### src/rtl/keypad_encoder_if.sv
// Keypad entry bus: raw key lines and entry controls in, BCD M:SS digits and strobes out.
interface keypad_encoder_if;
  logic [9:0] Keypad;
  logic       Enable;
  logic       Clear;
  logic [3:0] Minutos;
  logic [3:0] DezenaSeg;
  logic [3:0] UnidadeSeg;
  logic       DataValid;
  logic       Erro;

  modport master (
    output Keypad, Enable, Clear,
    input  Minutos, DezenaSeg, UnidadeSeg, DataValid, Erro
  );

  modport slave (
    input  Keypad, Enable, Clear,
    output Minutos, DezenaSeg, UnidadeSeg, DataValid, Erro
  );
endinterface

### src/rtl/keypad_encoder.sv
// Debounced 10-key keypad to BCD M:SS entry register (shifts digits in right-to-left).
// Optional macro LIMIT_TEMPO_EN rejects entries that would put a value above 5 in DezenaSeg.
module keypad_encoder #(
  parameter int DEBOUNCE_CYCLES = 4
) (
  input logic            clock,
  input logic            reset,
  keypad_encoder_if.slave bus
);

  typedef enum logic [1:0] {IDLE, DEBOUNCE, HOLD} state_t;

  localparam logic [3:0] DC = 4'(DEBOUNCE_CYCLES);

  state_t     state;
  logic [3:0] cand;
  logic [3:0] cnt;
  logic [3:0] minutos;
  logic [3:0] dezena_seg;
  logic [3:0] unidade_seg;
  logic       data_valid;
  logic       erro;

  logic       single_key;
  logic [3:0] key_index;
  logic       accept;
  logic [3:0] accept_digit;

  always_comb begin
    key_index = 4'd0;
    for (int i = 0; i < 10; i++) begin
      if (bus.Keypad[i]) key_index = 4'(i);
    end
    single_key = (bus.Keypad != 10'd0) && ((bus.Keypad & (bus.Keypad - 10'd1)) == 10'd0);
  end

  // A digit is accepted on the sample that completes the run of identical single-key samples.
  always_comb begin
    accept       = 1'b0;
    accept_digit = cand;
    case (state)
      IDLE: begin
        if (single_key && DC == 4'd1) begin
          accept       = 1'b1;
          accept_digit = key_index;
        end
      end
      DEBOUNCE: begin
        if (bus.Keypad == (10'd1 << cand) && (cnt + 4'd1) == DC) accept = 1'b1;
      end
      default: ;
    endcase
  end

  always_ff @(posedge clock) begin
    if (reset) begin
      state       <= IDLE;
      cand        <= 4'd0;
      cnt         <= 4'd0;
      minutos     <= 4'd0;
      dezena_seg  <= 4'd0;
      unidade_seg <= 4'd0;
      data_valid  <= 1'b0;
      erro        <= 1'b0;
    end else if (bus.Clear) begin
      state       <= HOLD;
      cnt         <= 4'd0;
      minutos     <= 4'd0;
      dezena_seg  <= 4'd0;
      unidade_seg <= 4'd0;
      data_valid  <= 1'b0;
      erro        <= 1'b0;
    end else if (!bus.Enable) begin
      state      <= HOLD;
      cnt        <= 4'd0;
      data_valid <= 1'b0;
      erro       <= 1'b0;
    end else begin
      data_valid <= 1'b0;
      erro       <= 1'b0;
      if (accept) begin
`ifdef LIMIT_TEMPO_EN
        if (unidade_seg > 4'd5) begin
          erro <= 1'b1;
        end else begin
          minutos     <= dezena_seg;
          dezena_seg  <= unidade_seg;
          unidade_seg <= accept_digit;
          data_valid  <= 1'b1;
        end
`else
        minutos     <= dezena_seg;
        dezena_seg  <= unidade_seg;
        unidade_seg <= accept_digit;
        data_valid  <= 1'b1;
`endif
      end
      case (state)
        IDLE: begin
          if (single_key) begin
            cand  <= key_index;
            cnt   <= 4'd1;
            state <= accept ? HOLD : DEBOUNCE;
          end
        end
        DEBOUNCE: begin
          if (bus.Keypad == (10'd1 << cand)) begin
            cnt   <= accept ? 4'd0 : cnt + 4'd1;
            state <= accept ? HOLD : DEBOUNCE;
          end else begin
            cnt   <= 4'd0;
            state <= IDLE;
          end
        end
        HOLD: begin
          cnt <= 4'd0;
          if (bus.Keypad == 10'd0) state <= IDLE;
        end
        default: state <= IDLE;
      endcase
    end
  end

  assign bus.Minutos    = minutos;
  assign bus.DezenaSeg  = dezena_seg;
  assign bus.UnidadeSeg = unidade_seg;
  assign bus.DataValid  = data_valid;
  assign bus.Erro       = erro;

endmodule

### src/flat_wrapper.sv
// flat-port wrapper written by rule: the top's interface ports become plain ports
module keypad_encoder_flat 
#(
  parameter int DEBOUNCE_CYCLES = 4
)
  (clock, reset, bus_Keypad, bus_Enable, bus_Clear, bus_Minutos, bus_DezenaSeg, bus_UnidadeSeg, bus_DataValid, bus_Erro);
  keypad_encoder_if bus_i ();
  input logic clock;
  input logic reset;
  input wire logic [$bits(bus_i.Keypad)-1:0] bus_Keypad;
  input wire logic [$bits(bus_i.Enable)-1:0] bus_Enable;
  input wire logic [$bits(bus_i.Clear)-1:0] bus_Clear;
  output wire logic [$bits(bus_i.Minutos)-1:0] bus_Minutos;
  output wire logic [$bits(bus_i.DezenaSeg)-1:0] bus_DezenaSeg;
  output wire logic [$bits(bus_i.UnidadeSeg)-1:0] bus_UnidadeSeg;
  output wire logic [$bits(bus_i.DataValid)-1:0] bus_DataValid;
  output wire logic [$bits(bus_i.Erro)-1:0] bus_Erro;
  assign bus_i.Keypad = bus_Keypad;
  assign bus_i.Enable = bus_Enable;
  assign bus_i.Clear = bus_Clear;
  assign bus_Minutos = bus_i.Minutos;
  assign bus_DezenaSeg = bus_i.DezenaSeg;
  assign bus_UnidadeSeg = bus_i.UnidadeSeg;
  assign bus_DataValid = bus_i.DataValid;
  assign bus_Erro = bus_i.Erro;
  keypad_encoder #(.DEBOUNCE_CYCLES(DEBOUNCE_CYCLES)) u_core (.clock(clock), .reset(reset), .bus(bus_i));
endmodule
### config.mk
export PLATFORM = sky130hd
export DESIGN_NAME = keypad_encoder_flat
export DESIGN_NICKNAME = d
export VERILOG_FILES = /design/src/rtl/keypad_encoder_if.sv /design/src/rtl/keypad_encoder.sv /design/src/flat_wrapper.sv
export SDC_FILE = /design/constraint.sdc
export NUM_CORES = 1
export LEC_CHECK = 0
export ABC_AREA = 1
export BUFFER_PORTS_ARGS = -buffer_cell sky130_fd_sc_hd__buf_4
export CAP_MARGIN = 20
export CORE_ASPECT_RATIO = 0.9
export CORE_MARGIN = 5
export CORE_UTILIZATION = 59
export DETAILED_ROUTE_END_ITERATION = 6
export PLACE_DENSITY = 0.94
export SLEW_MARGIN = 20
export SYNTH_ARGS = -nofsm -noshare
export SYNTH_HDL_FRONTEND = slang
export SYNTH_SLANG_ARGS = --single-unit
export TNS_END_PERCENT = 20
### constraint.sdc
create_clock -name clock -period 4.2 [get_ports clock]
set_input_delay 0.63 -clock clock [delete_from_list [all_inputs] [get_ports clock]]
set_output_delay 0.63 -clock clock [all_outputs]
set_load 0.05 [all_outputs]
# After elaboration in Yosys (flattened, before gate mapping)
# Index checks and enable logic that the tools add are counted.
# totals
register_bits	23
out_inout_bits	14
elab_cells	59
# op_classes
n_addsub	2
n_eq_ne	8
shifts	1
n_mux	23
n_bitwise	3
n_reduce_logical	14
# op_table
op	n
$logic_not 10->1	2
$mux 4	5
$mux 2	8
$mux 3	4
$pmux 4 s3	1
$and 10x10->10	1
$eq 10x10->1	1
$reduce_bool 10->1	1
$shl 1x4->10 const A	1
$sub 10x1->10 const B	1
$ne 4x3->1 const B	2
$reduce_and 2->1	4
$pmux 2 s3	1
$add 4x1->4 const B	1
$eq 4x3->1 const B	1
$mux 1	4
$ne 2x1->1 const B	2
$reduce_and 4->1	1
$reduce_bool 3->1	1
$reduce_or 3->1	1
$eq 2x1->1 const B	1
$eq 2x2->1 const B	1
$logic_and 1x1->1	2
$logic_not 2->1	1
2 further kinds	3

# Logic depth before layout (Yosys ltp)
# Gate-level depths: netlist (run 1).
# logic_depth
depth_word	10
ltp_mapped	13
depth_no_buf	13

# Worst setup path after synthesis (run 1)
# OpenSTA, ideal clock, no wires.
# synth_path
path_kind	input-to-reg
from	in bus_Keypad[2]
to	reg u_core.cnt[1]
arrival_time_ps	1627
required_time_ps	4085
setup_slack_ps	2458
cell_stages	12
cell_sequence	nor2_1 > nand2_1 > nor2_1 > nand2_1 > nand2_1 > nor2_1 > nand2_1 > nand2_1 > nand2_1 > inv_2 > o21ai_1 > nor2_1
# synth_between
elab_chain_cells	7
word_cells_on_any_way	14
cone_classes	add/sub (1); eq/ne (2); mux (5); bitwise (1); reduce/logical (5)
# synth_lines
item	line_no	rtl
from (decl)	flat_wrapper.sv:10	input wire logic [$bits(bus_i.Keypad)-1:0] bus_Keypad;
branches (longest 7 deep; another with $sub 10x1->10)	-	
to (signal assigned)	keypad_encoder.sv:108	cnt <= accept ? 4'd0 : cnt + 4'd1;
to (decl)	keypad_encoder.sv:17	logic [3:0] cnt;
# Parallel ways; which one is timed is not known.
# A chain may end at the register's enable or synchronous reset.

# Final worst setup path (run 1)
# layout_path
from	reg u_core.cand[2] (netlist: u_core.accept_digit[2])
to	reg u_core.unidade_seg[3] (netlist: u_core.bus.UnidadeSeg[3])
# layout_between
elab_chain_cells	6
# layout_lines
item	line_no	rtl
from (decl)	keypad_encoder.sv:16	logic [3:0] cand;
from (signal assigned)	keypad_encoder.sv:101	cand <= key_index;
$shl 1x4->10	keypad_encoder.sv:49	if (bus.Keypad == (10'd1 << cand) && (cnt + 4'd1) == DC) accept = 1'b1;
$eq 10x10->1	keypad_encoder.sv:49	
$logic_and 1x1->1	keypad_encoder.sv:49	
$mux 1	keypad_encoder.sv:49	
$mux 1	keypad_encoder.sv:41	case (state)
$reduce_and 2->1 (no line)	-	
to (signal assigned)	keypad_encoder.sv:94	unidade_seg <= accept_digit;
to (decl)	keypad_encoder.sv:20	logic [3:0] unidade_seg;
# Every way passes these cells.

==> flow_summary.ini, run 1 <==
[place]
hpwlAfterDp_um = 2630
port_buffers = 26
routabilityCongestion = 0.868
dp_cells = 315
dp_slack_ns = 2.14

[pwr]
swShare_pct = 27.5
leakage_nw = 0.980
ir_drop_v = 0.000248
p_int_w = 0.000277
comb_power_share_pct = 14.8
power_density_nw_per_um2 = 213
p_sw_w = 0.000105
p_clk_share_pct = 27.1
seq_power_share_pct = 58.1

[logic_synthesis]
syn-num-nets = 284
netlist_area_um2 = 1570
syn_avg_cell_area_um2 = 5.91
ys_warn_count = 0
synth_top_area_share_pct = 29.4
yosysSeqAreaShare_pct = 29.4
ys_types = 27
ys_seq_elements = 23
synth_top_area_cell = dfxtp_1
synth_cells = 265
yosys-top-cells-area = dfxtp_1 (29%), nand2_1 (20%), nor2_1 (13%), inv_1 (7.4%), nand3_1 (4.8%)

[timing]
rsz0062_at_grt = false
max_freq_mhz = 508
period_minus_slack_ns = 1.97
final_hold_viol_count = 0
setup_tns_ns = 0
period_share_pct = 46.9
slew_headroom_pct = 52.2
tightest_slew_ns = 0.715
setup_viol = 0
setup_slack_ns = 2.23
fin_worst_skew_ns = 0.000765
drv_slew = 0

[drt]
vias = 1598
vias_per_cell = 5.01
drt_iter0_markers = 111
first_pass_iters = 4
drtAntennaViolNets = 0
wl_per_cell_um = 10.4
drt_drc_violations_left = 0
finalWirelength_um = 3310

[finish]
nets = 311
syn2layout_area_growth_pct = 14.6
diodes = 0
fin_cells = 319
drive_gt1_share_pct = 18.2

[global_route]
grt_max_degree = 26
grt_pass1_vias = 1389
grt_usage_pct = 18.6
grt_pass1_wl_um = 5750
antenna_found_initial = 0
gr-total-overflow = 0

[worst_setup_path]
end_kind = register
crit_fanout = 25
cp.arrival_ns = 2.23
criticalPathCategory = reg -> reg
crit_path_start_kind = register
cp.required_ns = 4.46

[run]
cap_violations = 0

[clocking]
insertion_delay_ns = 0.31
cts_resized = 0
cts-root-buf = clkbuf_4
htree_levels = 1
tritoncts = yes
cts.reportedPaths.clkPinSlew_ns = 0.13
hold_buffers = 0
cts_max_path_buffers = 2
numCtsBuffers = 3
cts_sinks = 23
cts_setup_buffers = 0

[floorplan]
dieWidth_um = 64.3
die-height_um = 58.9
die_area_um2 = 3790
boundaryPins = 28
initial_core_util_pct = 62.9
fp.coreArea_um2 = 2490
rows = 17

[worst_hold_path]
hold_class = in -> reg

[status]
run_status = completed
==> layout make-up <==
class	count	area (µm²)
clock buffer	3	22.5
clock inverter	1	5.00
fill	218	693
inverter	39	146
multi-input combinational	199	931
sequential	23	460
tap	28	35.0
timing repair buffer	26	195
==> cells by family after synthesis <==
logic type	after synthesis	synth area share [%]
XOR/XNOR	4	2.24
buffers and inverters	43	11.2
adder cells (fa/ha/maj)	5	3.99
AO/OA/AOI/OAI	16	5.43
other	1	0.239
flip-flops	23	29.4
AND/OR/NAND/NOR	173	47.5
==> cell usage after synthesis <==
| library cell | count |
|---|---|
| a211oi_1 | 1 |
| a21oi_1 | 9 |
| and3_1 | 2 |
| buf_2 | 2 |
| buf_4 | 1 |
| buf_6 | 1 |
| clkinv_1 | 1 |
| conb_1 | 1 |
| dfxtp_1 | 23 |
| ha_1 | 5 |
| inv_1 | 31 |
| inv_2 | 7 |
| nand2_1 | 82 |
| nand2_2 | 7 |
| nand3_1 | 15 |
| nand3_2 | 1 |
| nand3_4 | 1 |
| nand4_1 | 1 |
| nor2_1 | 55 |
| nor2_2 | 5 |
| nor2_4 | 2 |
| nor3_1 | 1 |
| o211ai_1 | 1 |
| o21ai_0 | 1 |
| o21ai_1 | 4 |
| or2_1 | 1 |
| xor2_1 | 4 |
==> placed cells by master (no fill, tap or decap), types with 2 or more instances in the layout <==
cell      synthesis  layout
clkbuf_4          0       3
xor2_1            4       4
nand2_1          82      82
nand2_2           7       7
dfxtp_1          23      23
and3_1            2       2
nor2_2            5       5
nand3_1          15      15
nor2_4            2       2
inv_2             7       7
a21oi_1           9       9
inv_1            31      31
nor2_1           55      55
o21ai_1           4       4
ha_1              5       5
buf_4             1      26
==> sequential cells by signal, summed over array words and instances, names as in the netlist <==
register,cells
u_core.accept_digit,4
u_core.bus.DezenaSeg,4
u_core.bus.Minutos,4
u_core.bus.UnidadeSeg,4
u_core.cnt,4
u_core.state,2
u_core.bus.DataValid,1
==> stage by stage <==
stage | util (%) | cell area (µm²) | power [W] | hold slack (ns)
after global routing | 72.1 | 1800 | 0.000400 | 0.503
after CTS | 72.1 | 1800 | 0.000383 | 0.503
final | 72.1 | 1800 | 0.000382 | 0.508
after detailed placement | 71.0 | 1770 | 0.000282 | 0.497
after floorplan | - | 1570 | 0.000261 | 0.481
after global placement | 71.0 | 1770 | 0.000281 | 0.492
==> metal layers <==
metal | part of all wire [%] | vias up | GRT usage (%)
li1 | - | 849 | -
met1 | 46 | 704 | 25.2
met2 | 46 | 40 | 30.8
met3 | 7.4 | 5 | 3.44
met4 | 0.82 | 0 | 4.36
met5 | 0 | - | 0
==> path summary, 6_finish.rpt <==
kind	slack [ns]	depth (start not counted)	end	start
worst min-delay path	0.51	2	u_core.accept_digit[1]	reset
worst max-delay path	2.23	12	u_core.bus.UnidadeSeg[3]	u_core.accept_digit[2]
worst min register to register	0.51	2	u_core.bus.Minutos[1]	u_core.bus.DezenaSeg[1]
worst max register to register	2.23	12	u_core.bus.UnidadeSeg[3]	u_core.accept_digit[2]
==> critical path: stages (launching register included) <==
cell and delay, ns:
dfxtp_1 0.47, inv_2 0.07, nor2_4 0.17, nand2_1 0.07
nand2_1 0.06, nand2_1 0.07, nor2_1 0.10, nand3_1 0.12
nor2_4 0.20, nand3_4 0.28, nand2_1 0.14, nand2_1 0.06
nor2_1 0.10
==> power by group through the flow <==
stage                     Clock, W  Sequential [W]  Combinational, W
after detailed placement         0        0.000227         0.0000555
after global routing      0.000114        0.000222         0.0000641
after CTS                 0.000106        0.000222         0.0000558
after floorplan                  0        0.000226         0.0000348
after global placement           0        0.000227         0.0000546
final                     0.000104        0.000222         0.0000563
Note: power is estimated with default switching activity, not from simulation.
==> run 2, diff against run 1 <==
--- a/config.mk
+++ b/config.mk
@@ -10,9 +10,9 @@
 export CAP_MARGIN = 20
 export CORE_ASPECT_RATIO = 0.9
 export CORE_MARGIN = 5
-export CORE_UTILIZATION = 59
+export CORE_UTILIZATION = 55
 export DETAILED_ROUTE_END_ITERATION = 6
-export PLACE_DENSITY = 0.94
+export PLACE_DENSITY = 0.89
 export SLEW_MARGIN = 20
 export SYNTH_ARGS = -nofsm -noshare
 export SYNTH_HDL_FRONTEND = slang
==> constraint.sdc (replaced) <==
create_clock -name clock -period 2.1 [get_ports clock]
set_input_delay 0.315 -clock clock [delete_from_list [all_inputs] [get_ports clock]]
set_output_delay 0.315 -clock clock [all_outputs]
set_load 0.05 [all_outputs]
==> flow_summary.ini, run 2 (synthesized netlist as in run 1, its figures left out) <==
[status]
run_status = completed

[place]
hpwlAfterDp_um = 2660
routabilityCongestion = 0.900
port_buffers = 26
place_area_um2 = 1790
dp_cells = 328

[finish]
fin_cells = 333
drive_gt1_share_pct = 18.8
diodes = 0
stdcell_area_um2 = 1840
syn2layout_area_growth_pct = 17.2
mostFrequentLayoutCell = nand2_1
final_cell_mix = nand2_1 (82), nor2_1 (55), inv_1 (31)
nets = 313

[floorplan]
rows = 18
fp.coreArea_um2 = 2750
dieWidth_um = 66.3
initial_core_util_pct = 57.0
die_area_um2 = 4020
boundaryPins = 28
die-height_um = 60.6

[worst_setup_path]
r2r_start = u_core.accept_digit[0]
criticalPathCategory = reg -> reg
end_kind = register
cp.arrival_ns = 2.15
crit_fanout = 13
reg2regPathDepth = 8
crit_start = u_core.accept_digit[0]
crit_path_start_kind = register
cp.required_ns = 2.33

[timing]
period_share_pct = 91.4
fin_worst_skew_ns = 0.0101
final_hold_viol_count = 0
period_minus_slack_ns = 1.92
max_freq_mhz = 521
setup_viol = 0
drv_slew = 0

[pwr]
ir_drop_v = 0.000378
power_density_nw_per_um2 = 418
finalPower_w = 0.000768
leakage_nw = 0.985

[clocking]
cts.reportedPaths.clkPinSlew_ns = 0.13
numCtsBuffers = 3
insertion_delay_ns = 0.32
hold_buffers = 0
cts_sinks = 23
cts_max_path_buffers = 2
htree_levels = 1
cts_setup_buffers = 0
cts-root-buf = clkbuf_4
tritoncts = yes

[drt]
drt_drc_violations_left = 0
finalWirelength_um = 3470
vias = 1605
first_pass_iters = 4
drtAntennaViolNets = 0
vias_per_cell = 4.82
drt_iter0_markers = 43
wl_per_cell_um = 10.4

[global_route]
grt_max_degree = 26
grt_pass1_wl_um = 5620
grt_pass1_vias = 1386
grt_usage_pct = 17.7
antenna_found_initial = 0
gr-total-overflow = 0

[worst_hold_path]
hold_class = in -> reg
worstHoldStart = reset
hold_depth = 2

[run]
cap_violations = 0
[run 2: cell count changes in the layout (fill, tap and decap cells not counted)]
| cell | previous run | this run |
|---|---|---|
| nand3_4 | 1 | 2 |
| buf_4 | 26 | 27 |
[run 2: path summary, 6_finish.rpt]
kind / endpoint / slack (ns)
worst max-delay path: u_core.bus.UnidadeSeg[2] / 0.18
worst min-delay path: u_core.accept_digit[1] / 0.19
worst max register to register: u_core.bus.UnidadeSeg[2] / 0.18
worst min register to register: u_core.bus.DezenaSeg[0] / 0.51
[run 2: worst max-delay path, stage by stage, from the launching register on]
cell	delay, ns
dfxtp_1	0.38
nor2_1	0.31
nand2_1	0.12
xor2_1	0.20
nand3_2	0.13
nor2_4	0.26
nand3_4	0.21
nor2_1	0.16
nor2_1	0.06
[run 2: cell type report]
class	count	area [µm²]
Clock buffer	3	22.5
Clock inverter	1	5.00
Fill cell	250	912
Inverter	39	146
Multi-Input combinational cell	200	948
Sequential cell	23	460
Tap cell	40	50.0
Timing Repair Buffer	27	203
[run 2: where the power goes]
part | switching [W] | total, W | internal (W)
clock network | 0.000137 | 0.000209 | 0.0000713
logic | 0.0000721 | 0.000116 | 0.0000438
registers | 0.00000344 | 0.000443 | 0.000440
total | 0.000213 | 0.000768 | 0.000555
[run 2: per-layer routing]
layer  vias up  global-route usage (%)  wire (µm)
met3         4                    4.81        195
met5         -                       0          0
met2        44                    30.8       1600
met1       698                    22.4       1650
li1        859                       -          -
met4         0                    3.19         18
[run 2: what timing repair did]
| action | 4_1_cts | 5_1_grt |
|---|---|---|
| endpoints found under the setup margin | 0 | 12 |
| endpoints found under the hold margin | 0 | 0 |
| gates resized for setup | 0 | 1 |
[run 2: through the flow]
| step | setup WS (ns) | hold slack [ns] | utilization, % | setup TNS [ns] |
|---|---|---|---|---|
| after floorplan | 0.457 | 0.384 | - | 0 |
| after global placement | 0.204 | 0.489 | 65.2 | 0 |
| after detailed placement | 0.169 | 0.499 | 65.2 | 0 |
| after CTS | 0.148 | 0.190 | 66.2 | 0 |
| after global routing | -0.00848 | 0.187 | 66.8 | -0.0300 |
| final | 0.180 | 0.193 | 66.8 | 0 |
